## src/rtl/xor_descrambler32_pkg.sv

```systemverilog
// Shared definitions for the 32-bit bit-serial XOR descrambler: FSM encoding,
// LFSR geometry/taps and the substitute used when a seed of zero is supplied.
package xor_descrambler32_pkg;

    typedef enum logic [1:0] {
        ST_IDLE = 2'd0,
        ST_RUN  = 2'd1,
        ST_DONE = 2'd2
    } state_t;

    localparam int LFSR_W = 32;
    localparam int TAP_A  = 31;
    localparam int TAP_B  = 21;
    localparam int TAP_C  = 1;
    localparam int TAP_D  = 0;

    localparam logic [LFSR_W-1:0] ZERO_SEED_SUB = 32'h0000_0001;

    // An all-zero LFSR would lock up, so zero seeds are swapped for the substitute.
    function automatic logic [LFSR_W-1:0] fix_seed(input logic [LFSR_W-1:0] s);
        return (s == '0) ? ZERO_SEED_SUB : s;
    endfunction

    function automatic logic [LFSR_W-1:0] lfsr_advance(input logic [LFSR_W-1:0] l);
        return {l[LFSR_W-2:0], l[TAP_A] ^ l[TAP_B] ^ l[TAP_C] ^ l[TAP_D]};
    endfunction

endpackage

```

## src/rtl/lfsr32_step.sv

```systemverilog
// 32-bit Fibonacci LFSR register with load (priority) and step enable.
// key_o is the keystream bit for the current cycle (the register MSB).
module lfsr32_step
    import xor_descrambler32_pkg::*;
#(
    parameter logic [LFSR_W-1:0] SEED = 32'h0000_0001
) (
    input  logic              clk_i,
    input  logic              reset_n_i,
    input  logic              en_i,
    input  logic              load_i,
    input  logic [LFSR_W-1:0] load_val_i,
    output logic              key_o
);

    logic [LFSR_W-1:0] lfsr_q;
    logic [LFSR_W-1:0] lfsr_d;

    always_comb begin
        lfsr_d = lfsr_q;
        if (load_i) begin
            lfsr_d = fix_seed(load_val_i);
        end else if (en_i) begin
            lfsr_d = lfsr_advance(lfsr_q);
        end
    end

    always_ff @(posedge clk_i or negedge reset_n_i) begin
        if (!reset_n_i) begin
            lfsr_q <= fix_seed(SEED);
        end else begin
            lfsr_q <= lfsr_d;
        end
    end

    assign key_o = lfsr_q[TAP_A];

endmodule

```

## src/rtl/xor_module.sv

```systemverilog
// Single-bit XOR cell shared across the descrambler datapath.
module xor_module (
    input  logic a_i,
    input  logic b_i,
    output logic y_o
);

    assign y_o = a_i ^ b_i;

endmodule

```

## src/rtl/xor_descrambler32.sv

```systemverilog
// Bit-serial 32-bit XOR descrambler: IDLE accepts a word, RUN XORs one bit per
// cycle with a continuous LFSR keystream, DONE holds the result until taken.
// Optional runtime seed loading is enabled by XOR_DESCRAMBLER32_SEED_LOAD_EN.
module xor_descrambler32
    import xor_descrambler32_pkg::*;
#(
    parameter logic [LFSR_W-1:0] SEED = 32'h0000_0001
) (
    input  logic        clk,
    input  logic        reset_n,
    input  logic        in_valid,
    output logic        in_ready,
    input  logic [31:0] in_data,
    output logic        out_valid,
    input  logic        out_ready,
    output logic [31:0] out_data,
    output logic        busy
`ifdef XOR_DESCRAMBLER32_SEED_LOAD_EN
    ,
    input  logic        seed_load,
    input  logic [31:0] seed_data
`endif
);

    // Handshakes: a word moves on a rising edge where valid and ready are both 1;
    // valid/data hold until that edge, ready may depend combinationally on state.

    state_t      state_q, state_d;
    logic [4:0]  cnt_q, cnt_d;
    logic [31:0] data_q, data_d;
    logic [31:0] res_q, res_d;
    logic        out_valid_q, out_valid_d;

    logic        accept_in;
    logic        accept_out;
    logic        lfsr_en;
    logic        seed_req;
    logic [31:0] seed_val;
    logic        key_bit;
    logic        res_bit;

`ifdef XOR_DESCRAMBLER32_SEED_LOAD_EN
    assign seed_req = seed_load && (state_q == ST_IDLE);
    assign seed_val = seed_data;
`else
    assign seed_req = 1'b0;
    assign seed_val = ZERO_SEED_SUB;
`endif

    assign accept_in  = in_valid && in_ready;
    assign accept_out = out_valid_q && out_ready;

    always_ff @(posedge clk or negedge reset_n) begin
        if (!reset_n) begin
            state_q <= ST_IDLE;
        end else begin
            state_q <= state_d;
        end
    end

    always_comb begin
        state_d = state_q;
        case (state_q)
            ST_IDLE: if (accept_in)      state_d = ST_RUN;
            ST_RUN:  if (cnt_q == 5'd31) state_d = ST_DONE;
            ST_DONE: if (accept_out)     state_d = ST_IDLE;
            default:                     state_d = ST_IDLE;
        endcase
    end

    // A seed load owns the IDLE cycle, so the word offer waits until the next one.
    always_comb begin
        in_ready = 1'b0;
        busy     = 1'b1;
        lfsr_en  = 1'b0;
        case (state_q)
            ST_IDLE: begin
                in_ready = reset_n && !seed_req;
                busy     = 1'b0;
            end
            ST_RUN:  lfsr_en = 1'b1;
            default: ;
        endcase
    end

    always_comb begin
        data_d      = data_q;
        cnt_d       = cnt_q;
        res_d       = res_q;
        out_valid_d = out_valid_q;
        if (accept_in) begin
            data_d = in_data;
            cnt_d  = '0;
        end
        if (state_q == ST_RUN) begin
            res_d[cnt_q] = res_bit;
            cnt_d        = cnt_q + 5'd1;
        end
        // out_valid is registered, so it rises one cycle after DONE is entered.
        if (state_q == ST_DONE) begin
            out_valid_d = !accept_out;
        end
    end

    always_ff @(posedge clk or negedge reset_n) begin
        if (!reset_n) begin
            cnt_q       <= '0;
            data_q      <= '0;
            res_q       <= '0;
            out_valid_q <= 1'b0;
        end else begin
            cnt_q       <= cnt_d;
            data_q      <= data_d;
            res_q       <= res_d;
            out_valid_q <= out_valid_d;
        end
    end

    lfsr32_step #(
        .SEED(SEED)
    ) u_lfsr (
        .clk_i      (clk),
        .reset_n_i  (reset_n),
        .en_i       (lfsr_en),
        .load_i     (seed_req),
        .load_val_i (seed_val),
        .key_o      (key_bit)
    );

    xor_module u_xor (
        .a_i (data_q[cnt_q]),
        .b_i (key_bit),
        .y_o (res_bit)
    );

    assign out_valid = out_valid_q;
    assign out_data  = res_q;

endmodule

```

## config.mk

```make
export PLATFORM = sky130hd
export DESIGN_NAME = xor_descrambler32
export DESIGN_NICKNAME = d
export VERILOG_FILES = /design/src/rtl/xor_descrambler32_pkg.sv /design/src/rtl/lfsr32_step.sv /design/src/rtl/xor_module.sv /design/src/rtl/xor_descrambler32.sv
export SDC_FILE = /design/constraint.sdc
export NUM_CORES = 1
export LEC_CHECK = 0
export CORE_UTILIZATION = 60
export DETAILED_ROUTE_END_ITERATION = 12
export PLACE_DENSITY = 0.88
export SYNTH_ARGS = -nofsm -noshare
export SYNTH_HDL_FRONTEND = slang
export SYNTH_SLANG_ARGS = --single-unit
```

## constraint.sdc

```tcl
create_clock -name clk -period 4.7 [get_ports clk]
set_clock_uncertainty 0.1 [all_clocks]
set_input_delay 0.94 -clock clk [delete_from_list [all_inputs] [get_ports clk]]
set_output_delay 0.94 -clock clk [all_outputs]
set_load 0.05 [all_outputs]
```

==> results.sh <==
export IMPL_fp_dieH_um=96.7
export IMPL_synth_top_cell_area_share=0.479
export IMPL_drc=0
export IMPL_ys_top_cells_by_area="dfrtp_1, nand2_1, mux2_2"
export IMPL_die_w_um=96.7
export IMPL_synth_top_family_by_area="simple AND/OR/NAND/NOR gates"
export IMPL_arrival_ns=2.34
export IMPL_tightest_slew_ns=1.05
export IMPL_post_route_period_util=0.719
export IMPL_yosysTopAreaCell="dfrtp_1"
export IMPL_synthTopCellsByCount="nand2_1, dfrtp_1, nand3_1"
export IMPL_clock_fmax_ghz=0.296
export IMPL_grt_pass1_vias=3946
export IMPL_rows=34
export IMPL_crit_path_max_fanout=30
export IMPL_area_growth_syn_to_layout_pct=14.6
export IMPL_start_util=0.617
export IMPL_drive_above_1_share=0.117
export IMPL_fin_hold_ws_ns=0.359
export IMPL_ant_nets=0
export IMPL_wl_um=11000
export IMPL_coreArea_mm2=0.00872
export IMPL_finalNetCount=634
export IMPL_cts_resized=0
export IMPL_numCtsBuffers=9
export IMPL_drt_iter0_markers=293
export IMPL_syn_inst=553
export IMPL_ir_worst_vdd_mv=0.356
export IMPL_antenna_cells=0
export IMPL_first_pass_iters=5
export IMPL_cts_setup_buffers=0
export IMPL_grt_max_degree=77
export IMPL_crit_slowest_cell="clkdlybuf4s50_1"
export IMPL_ios=71
export IMPL_synth_fa_ha_area_frac=0.0116
export IMPL_rsz0062_at_grt="no"
export IMPL_cts_htree_levels=3
export IMPL_post_synth_top_count_cell="nand2_1"
export IMPL_path_buf_inv=3
export IMPL_p_leak_nw=2.93
export IMPL_gr_usage_all_layers=0.244
export IMPL_yosys_area_share_simple=0.242
export IMPL_overflow=0
export IMPL_synth_cell_types=44
export IMPL_synthesis_nets=594
export IMPL_fin_setup_tns_ns=0
export IMPL_syn_cell_area_mm2=0.00538
export IMPL_hold_class="flop to flop"
export IMPL_setup_viol=0
export IMPL_async_flop_share=1.00
export IMPL_synthXorXnorAreaFrac=0.00651
export IMPL_dpl_hpwl_um=7200
export IMPL_maxSlewHeadroom=0.299
export IMPL_nFillCells=622
export IMPL_cts_tree="done"
export IMPL_grt_pass1_wl_um=18800
export IMPL_yosysWarnings=0
export IMPL_antenna_found_initial=0
export IMPL_slew_violations=0
export IMPL_vias_per_cell=5.81
export IMPL_cts_hold_buffers=0
export IMPL_crit_required_ns=3.66
export IMPL_synth_seq_cells=104
export IMPL_powerDensity_mw_per_mm2=669
export IMPL_syn_area_per_cell_um2=9.73
export IMPL_hold_violations=0
export IMPL_cp_top_family="buffers and inverters"
export IMPL_critical_path_max_stage_delay_ns=0.83
export IMPL_ys_seq_area_frac=0.484
export IMPL_synth_area_mux_share=0.0988
export IMPL_endpoint_kind="output pin"
export IMPL_synth_flop_cell="dfrtp_1"
export IMPL_synth_compound_area_frac=0.0937
export IMPL_path_class="input pin to output pin"
export IMPL_clockBufferDepth=2
export IMPL_final_seq_area_mm2=0.00260
export IMPL_finalWeightedCongestion=0.798
export IMPL_io_buffers=70
export IMPL_period_minus_slack_ns=3.38
export IMPL_synth_edff_count=0
export IMPL_crit_path_cell_trace="buf_4, inv_1, nor2_1, clkdlybuf4s50_1"
export IMPL_num_vias=4105
export IMPL_startpoint_type="input pin"
export IMPL_worstSkewPairLatency_ns=0.38
export IMPL_cts_root_buffer="clkbuf_8"
export IMPL_drv_cap=0
export IMPL_clk_pin_slew_ns=0.10
export IMPL_status="finished, final reports clean"
export IMPL_multi_input_area_mm2=0.00244
export IMPL_clock_sinks=104
export IMPL_die_area_mm2=0.00935
export IMPL_avgRoutedWirePerCell_um=15.6
report_power, final:
group | internal [mW] | switching (mW) | total [mW]
combinational | 0.715 | 1.39 | 2.10
sequential | 1.18 | 0.281 | 1.46
clock | 0.262 | 0.295 | 0.557
routing by layer:
metal,track usage,part of all wire,vias to the layer above
li1,-,-,1979
met3,0.0405,0.042,13
met2,0.395,0.49,117
met4,0.0827,0.016,0
met5,0,0,-
met1,0.336,0.45,1996
sequential cells by signal, indices dropped and copies added, names as in the netlist:
| name | count |
|---|---|
| out_data | 32 |
| u_lfsr.lfsr_q | 32 |
| state_q | 2 |
| data_q | 32 |
| cnt_q | 5 |
| out_valid | 1 |
worst reg2reg max path: stages, from the launching register on:
cell	delay (ns)
dfrtp_1	1.01
mux2i_1	0.36
o221ai_2	0.15
a22oi_4	0.88
buf_4	0.42
a211o_1	0.17
nand3_1	0.07
final timing paths:
| path | startpoint | to | slack (ns) | cells past startpoint |
|---|---|---|---|---|
| worst min register to register | u_lfsr.lfsr_q[30] | u_lfsr.lfsr_q[31] | 0.36 | 2 |
| worst max-delay path | reset_n | in_ready | 1.32 | 4 |
| worst max register to register | cnt_q[1] | out_data[26] | 1.43 | 6 |
| min in group asynchronous | reset_n | data_q[16] | 0.37 | 1 |
| max in group asynchronous | reset_n | data_q[23] | 2.84 | 2 |
| worst min-delay path | u_lfsr.lfsr_q[30] | u_lfsr.lfsr_q[31] | 0.36 | 2 |
logic make-up after synthesis:
family,Yosys count
AO/OA/AOI/OAI,51
adder cells (fa/ha/maj),5
flip-flops,104
buffers and inverters,60
XOR/XNOR,4
multiplexers,49
AND/OR/NAND/NOR,280
metrics by stage:
stage	std cells	cell area, um^2	setup slack [ns]	power (mW)	util
6_report	706	6170	1.32	4.12	0.707
5_1_grt	706	6170	1.19	4.34	0.707
4_1_cts	706	6170	1.28	4.12	0.707
3_5_place_dp	690	5970	1.29	3.56	0.685
3_3_place_gp	690	5970	1.35	3.47	0.685
2_1_floorplan	553	5380	1.85	3.12	-
final cells by class:
class,instances,area share
inverter,12,0.00731
clock buffer,13,0.0241
timing repair buffer,77,0.122
clock inverter,3,0.00710
tap,108,0.0219
sequential,104,0.422
multi-input combinational,389,0.395
layout by cell type, fill, tap and decap left out, drive strengths merged, types with 5 or more instances in the layout:
cell type / instances
a211o: 32
and3: 27
buf: 8
clkbuf: 13
clkdlybuf4s50: 69
dfrtp: 103
ha: 5
inv: 12
mux2: 33
mux2i: 16
nand2: 161
nand3: 59
nand4: 7
o221ai: 8
(Power assumes the default switching activity.)
